==> src/rtl/cpu_ctrl_pkg.sv <==
// Shared control-unit definitions: sequencer states, opcodes, ALU codes and
// the instruction classes produced by the opcode decoder.
package cpu_ctrl_pkg;

    typedef enum logic [3:0] {
        S_RST,
        S_T0,
        S_T1,
        S_T2,
        S_T3,
        S_T4,
        S_T5,
        S_T6,
        S_T7,
        S_HALT
    } state_e;

    typedef enum logic [2:0] {
        CL_NOP,
        CL_RTYPE,
        CL_IMM,
        CL_LD,
        CL_HALT
    } instr_class_e;

    localparam logic [4:0] OP_LD   = 5'b00000;
    localparam logic [4:0] OP_ADD  = 5'b00011;
    localparam logic [4:0] OP_SUB  = 5'b00100;
    localparam logic [4:0] OP_AND  = 5'b00101;
    localparam logic [4:0] OP_OR   = 5'b00110;
    localparam logic [4:0] OP_SHR  = 5'b00111;
    localparam logic [4:0] OP_SHL  = 5'b01000;
    localparam logic [4:0] OP_ROR  = 5'b01001;
    localparam logic [4:0] OP_ROL  = 5'b01010;
    localparam logic [4:0] OP_ADDI = 5'b01100;
    localparam logic [4:0] OP_ANDI = 5'b01101;
    localparam logic [4:0] OP_ORI  = 5'b01110;
    localparam logic [4:0] OP_NOP  = 5'b11010;
    localparam logic [4:0] OP_HALT = 5'b11011;

    localparam logic [4:0] ALU_NONE = 5'b00000;
    localparam logic [4:0] ALU_ADD  = 5'b00011;
    localparam logic [4:0] ALU_SUB  = 5'b00100;
    localparam logic [4:0] ALU_AND  = 5'b01100;
    localparam logic [4:0] ALU_OR   = 5'b01101;
    localparam logic [4:0] ALU_SHR  = 5'b00111;
    localparam logic [4:0] ALU_SHL  = 5'b01000;
    localparam logic [4:0] ALU_ROR  = 5'b01001;
    localparam logic [4:0] ALU_ROL  = 5'b01010;

endpackage

==> src/rtl/op_decode.sv <==
// Combinational opcode decoder: maps an opcode to its instruction class and
// the ALU operation it needs. Undefined opcodes behave as nop.
module op_decode
    import cpu_ctrl_pkg::*;
(
    input  logic [4:0]   opcode_i,
    output instr_class_e cls_o,
    output logic [4:0]   alu_o
);

    always_comb begin
        cls_o = CL_NOP;
        alu_o = ALU_NONE;
        case (opcode_i)
            OP_LD:   begin cls_o = CL_LD;    alu_o = ALU_ADD; end
            OP_ADD:  begin cls_o = CL_RTYPE; alu_o = ALU_ADD; end
            OP_SUB:  begin cls_o = CL_RTYPE; alu_o = ALU_SUB; end
            OP_AND:  begin cls_o = CL_RTYPE; alu_o = ALU_AND; end
            OP_OR:   begin cls_o = CL_RTYPE; alu_o = ALU_OR;  end
            OP_SHR:  begin cls_o = CL_RTYPE; alu_o = ALU_SHR; end
            OP_SHL:  begin cls_o = CL_RTYPE; alu_o = ALU_SHL; end
            OP_ROR:  begin cls_o = CL_RTYPE; alu_o = ALU_ROR; end
            OP_ROL:  begin cls_o = CL_RTYPE; alu_o = ALU_ROL; end
            OP_ADDI: begin cls_o = CL_IMM;   alu_o = ALU_ADD; end
            OP_ANDI: begin cls_o = CL_IMM;   alu_o = ALU_AND; end
            OP_ORI:  begin cls_o = CL_IMM;   alu_o = ALU_OR;  end
            OP_HALT: begin cls_o = CL_HALT;  alu_o = ALU_NONE; end
            default: begin cls_o = CL_NOP;   alu_o = ALU_NONE; end
        endcase
    end

endmodule

==> src/rtl/control_sequencer.sv <==
// Hardwired control sequencer: fetch in T0..T2, decode IR in T3, execute the
// remaining steps from the class and ALU code captured at the end of T3.
module control_sequencer
    import cpu_ctrl_pkg::*;
(
    input  logic        Clock,
    input  logic        Reset_n,
    input  logic [31:0] IR,
    input  logic        Stop,
    output logic        PCout,
    output logic        ZLOout,
    output logic        MDRout,
    output logic        BAout,
    output logic        Cout,
    output logic        Rout,
    output logic        PCin,
    output logic        MARin,
    output logic        MDRin,
    output logic        IRin,
    output logic        Yin,
    output logic        Zin,
    output logic        Rin,
    output logic        Gra,
    output logic        Grb,
    output logic        Grc,
    output logic        IncrementPC,
    output logic        Read,
    output logic [4:0]  ALUControl,
    output logic        Run
);

    state_e       state_q, state_d;
    instr_class_e cls_q, dec_cls;
    logic [4:0]   alu_q, dec_alu;

    // Register fields are steered by Gra/Grb/Grc in the datapath, not here.
    logic unused_ir_fields;
    assign unused_ir_fields = ^IR[26:0];

    op_decode u_op_decode (
        .opcode_i (IR[31:27]),
        .cls_o    (dec_cls),
        .alu_o    (dec_alu)
    );

    always_ff @(posedge Clock) begin
        if (!Reset_n) begin
            state_q <= S_RST;
            cls_q   <= CL_NOP;
            alu_q   <= ALU_NONE;
        end else begin
            state_q <= state_d;
            if (state_q == S_T3) begin
                cls_q <= dec_cls;
                alu_q <= dec_alu;
            end
        end
    end

    always_comb begin
        state_d     = state_q;
        PCout       = 1'b0;
        ZLOout      = 1'b0;
        MDRout      = 1'b0;
        BAout       = 1'b0;
        Cout        = 1'b0;
        Rout        = 1'b0;
        PCin        = 1'b0;
        MARin       = 1'b0;
        MDRin       = 1'b0;
        IRin        = 1'b0;
        Yin         = 1'b0;
        Zin         = 1'b0;
        Rin         = 1'b0;
        Gra         = 1'b0;
        Grb         = 1'b0;
        Grc         = 1'b0;
        IncrementPC = 1'b0;
        Read        = 1'b0;
        ALUControl  = ALU_NONE;
        Run         = (state_q != S_RST) && (state_q != S_HALT);
        case (state_q)
            S_RST: state_d = S_T0;
            S_T0: begin
                if (!Stop) begin
                    PCout       = 1'b1;
                    MARin       = 1'b1;
                    IncrementPC = 1'b1;
                    Zin         = 1'b1;
                    state_d     = S_T1;
                end
            end
            S_T1: begin
                ZLOout  = 1'b1;
                PCin    = 1'b1;
                Read    = 1'b1;
                MDRin   = 1'b1;
                state_d = S_T2;
            end
            S_T2: begin
                MDRout  = 1'b1;
                IRin    = 1'b1;
                state_d = S_T3;
            end
            // T3 decodes the live IR; later steps use only the captured copy.
            S_T3: begin
                case (dec_cls)
                    CL_RTYPE, CL_IMM: begin
                        Grb = 1'b1; Rout = 1'b1; Yin = 1'b1; state_d = S_T4;
                    end
                    CL_LD: begin
                        Grb = 1'b1; BAout = 1'b1; Yin = 1'b1; state_d = S_T4;
                    end
                    CL_HALT: state_d = S_HALT;
                    default: state_d = S_T0;
                endcase
            end
            S_T4: begin
                Zin        = 1'b1;
                ALUControl = alu_q;
                if (cls_q == CL_RTYPE) begin
                    Grc  = 1'b1;
                    Rout = 1'b1;
                end else begin
                    Cout = 1'b1;
                end
                state_d = S_T5;
            end
            S_T5: begin
                ZLOout = 1'b1;
                if (cls_q == CL_LD) begin
                    MARin   = 1'b1;
                    state_d = S_T6;
                end else begin
                    Gra     = 1'b1;
                    Rin     = 1'b1;
                    state_d = S_T0;
                end
            end
            S_T6: begin
                Read    = 1'b1;
                MDRin   = 1'b1;
                state_d = S_T7;
            end
            S_T7: begin
                MDRout  = 1'b1;
                Gra     = 1'b1;
                Rin     = 1'b1;
                state_d = S_T0;
            end
            S_HALT: state_d = S_HALT;
            default: state_d = S_RST;
        endcase
    end

endmodule

==> config.mk <==
export PLATFORM = sky130hd
export DESIGN_NAME = control_sequencer
export DESIGN_NICKNAME = d
export VERILOG_FILES = /design/src/rtl/cpu_ctrl_pkg.sv /design/src/rtl/op_decode.sv /design/src/rtl/control_sequencer.sv
export SDC_FILE = /design/constraint.sdc
export NUM_CORES = 1
export LEC_CHECK = 0
export CORE_UTILIZATION = 40
export CTS_BUF_LIST = sky130_fd_sc_hd__clkbuf_8
export CTS_CLUSTER_DIAMETER = 150
export DETAILED_ROUTE_END_ITERATION = 10
export PLACE_DENSITY = 0.87
export SLEW_MARGIN = 20
export SYNTH_ARGS = -nofsm -noshare
export SYNTH_HDL_FRONTEND = slang
export SYNTH_SLANG_ARGS = --single-unit
export TNS_END_PERCENT = 50
==> constraint.sdc <==
create_clock -name Clock -period 2.75 [get_ports Clock]
set_input_delay 0.55 -clock Clock [delete_from_list [all_inputs] [get_ports Clock]]
set_output_delay 0.55 -clock Clock [all_outputs]
set_load 0.01 [all_outputs]
==> flow_summary.ini <==
[status]
status = finished clean

[pwr]
clockPowerShare_pct = 34.0
irDropWorstVdd_mv = 0.229
p_comb_share_pct = 30.0
switchingPower_mw = 0.130
pwr-share-seq_pct = 36.0
intPower_mw = 0.331
p_leak_nw = 0.604
switching_share_pct = 28.1
power_mw = 0.460
powerDensity_nw_per_um2 = 337

[yosys]
synth_top_area_share_pct = 23.8
synth.most_common_cell = nor2_1
synth_top_area_cell = dfxtp_1
ys_seq_area_share_pct = 23.8
netlist_top_cells_area = dfxtp_1 24%, nor2_1 6.9%, ha_1 6.7%
yosys.cell_types.count = 39
syn_nets = 169
ys_async_sr_fraction_pct = 0
yosys_warnings = 0
synth_seq_cells = 11
syn_area_um2 = 927
ys.flop_type = dfxtp_1
syn_avg_cell_area_um2 = 7.19
synth-edff-count = 0
synth_cells = 129
synth_common_cells = 17 x nor2_1, 14 x nand2_1, 11 x dfxtp_1

[route]
final_antenna_net_count = 0
drt_iter0_drc = 14
wirelength_um = 2300
wl_per_cell_um = 11.8
drt-pass1-iter-count = 4
via_count = 1017
viasPerCell = 5.22
drc = 0

[flow_run]
cap_violations = 0

[grt]
use_met1_pct = 20.1
grt_pass1_wl_um = 3800
grt_pass1_vias = 906
grt_busiest_layer = met2
grt-ovfl-total = 0
met2_usage_pct = 38.0
grt_max_degree = 17
track_usage_pct = 19.8
antenna_found_initial = 0
grt_use_met3_pct = 2.73

[critical_path]
critPathMaxStageDelay_ns = 0.63
end_kind = primary output
cp_top_family = simple AND/OR/NAND/NOR gates
critPathLaunchType = flop
cp_slowest_cell = or4b_4
crit_type = reg -> out
worstPathRequired_ns = 2.20
cp_cell_sequence = or4b_4 > nor2_2 > nand2_1 > buf_4 > o21bai_1 > buf_2
crit_buf_inv = 2
crit_arrival_ns = 1.89
worstPathMaxFanout = 11

[floorplan]
chipWidth_um = 50.1
dieArea_um2 = 2510
die_y_um = 50.1
core_area_um2 = 2190
initial_core_util_pct = 42.3
ios = 59
num_rows = 17

[timing]
max_freq_mhz = 410
fin_tns_setup_ns = 0
finalCriticalPeriod_ns = 2.44
rsz0062_at_grt = false
fin_worst_skew_ns = 0.00125
slew_violations = 0
hold_viol_final = 0
final.period_utilization_pct = 88.7
setup_viol = 0

[clock_tree]
clk_pin_slew_ns = 0.05
cts_inserted_buffers = 3
root_buffer = clkbuf_8
hold_buffers = 0
htreeDepth = 1
cts_tree = yes
clock_path_buffers = 2
clock_sinks = 11
clk_latency_ns = 0.24

[cells_and_area]
fin_area_um2 = 1370
n_antenna_cell = 0
drive_gt1_share_pct = 18.6
final_core_util_pct = 62.4
syn2layout_area_growth_pct = 47.4
nets = 208
fillers = 197
post_layout_nonfiller_instances = 195

[place]
io_buffers = 30
dpl.cell_count = 190
dpl-instance-area_um2 = 1300
globalplace.congestion = 0.841
place_hpwl_um = 1770

[hold_path]
min_path_type = reg -> reg
## through the flow
step / hold slack, ns / worst slack [ns]
final: 0.455 / 0.310
after global routing: 0.480 / 0.233
after CTS: 0.457 / -0.0259
after detailed placement: 0.449 / -0.325
after global placement: 0.442 / -0.285
after floorplan: 0.429 / 0.651
## cell families after synthesis
kind of cell               synth area share (%)
xor gates and xnor gates                  0.945
buffers and inverters                      12.1
adders and majority gates                  6.75
AOI/OAI and AO/OA                          20.5
muxes                                      1.08
other                                     0.404
DFF                                        23.8
and+or+nand+nor                            34.4
## worst paths after layout
kind	startpoint	end	slack, ns	cells past startpoint
worst max register to register	state_q[3]	state_q[2]	1.04	6
worst min-delay path	alu_q[0]	alu_q[0]	0.46	2
worst min register to register	alu_q[0]	alu_q[0]	0.46	2
worst max-delay path	state_q[3]	Rout	0.31	6
## repair_timing
| item | 4_1_cts | 5_1_grt |
|---|---|---|
| buffers inserted | 1 | 0 |
| setup endpoints to repair | 4 | 4 |
| resized for setup | 8 | 5 |
| pin swaps | 0 | 2 |
## placed cells by master, fill, tap and decap left out, types with 2 or more instances in the layout
| cell type | count |
|---|---|
| a21oi_1 | 5 |
| a21oi_2 | 2 |
| a22oi_1 | 5 |
| and2_1 | 5 |
| buf_4 | 17 |
| clkbuf_8 | 3 |
| clkdlybuf4s50_1 | 24 |
| dfxtp_1 | 11 |
| dlygate4sd2_1 | 3 |
| dlymetal6s2s_1 | 2 |
| ha_1 | 4 |
| inv_1 | 7 |
| inv_2 | 2 |
| nand2_1 | 14 |
| nand2b_1 | 5 |
| nand3_1 | 3 |
| nand3b_1 | 2 |
| nor2_1 | 17 |
| nor2b_1 | 3 |
| nor3_1 | 4 |
| o211ai_1 | 2 |
| o21ai_0 | 4 |
## power by group through the flow
stage / Sequential [mW] / Combinational, mW / Clock, mW
after floorplan: 0.168 / 0.0762 / 0
after global placement: 0.169 / 0.130 / 0
after detailed placement: 0.169 / 0.134 / 0
after CTS: 0.166 / 0.135 / 0.161
after global routing: 0.166 / 0.152 / 0.167
final: 0.166 / 0.138 / 0.157
## routing by layer
layer	part of all wire, %	vias to the layer above	routed length, µm
li1	-	511	-
met1	40	476	924
met2	55	24	1260
met3	2.7	6	63
met4	2.1	0	49
met5	0	-	0
## layout make-up
type	count	area, µm²	area share [%]
well taps	28	35.0	2.56
multi-input cells	97	612	44.8
clock inverters	1	3.75	0.275
inverters	8	30.0	2.20
clock buffers	3	41.3	3.02
flip-flops and latches	11	220	16.1
repair buffers	47	424	31.0
## registers in the layout (all words and copies together), names as in the netlist
| register | flops |
|---|---|
| alu_q | 4 |
| cls_q | 3 |
| state_q | 4 |
## worst reg2reg max path, cell delays in order (launching register included)
cell	delay, ns
dfxtp_1	0.31
or4b_4	0.63
nor2_2	0.20
nand2_1	0.11
buf_4	0.15
buf_4	0.12
a31oi_1	0.11
Note: power is estimated with default switching activity, not from simulation.
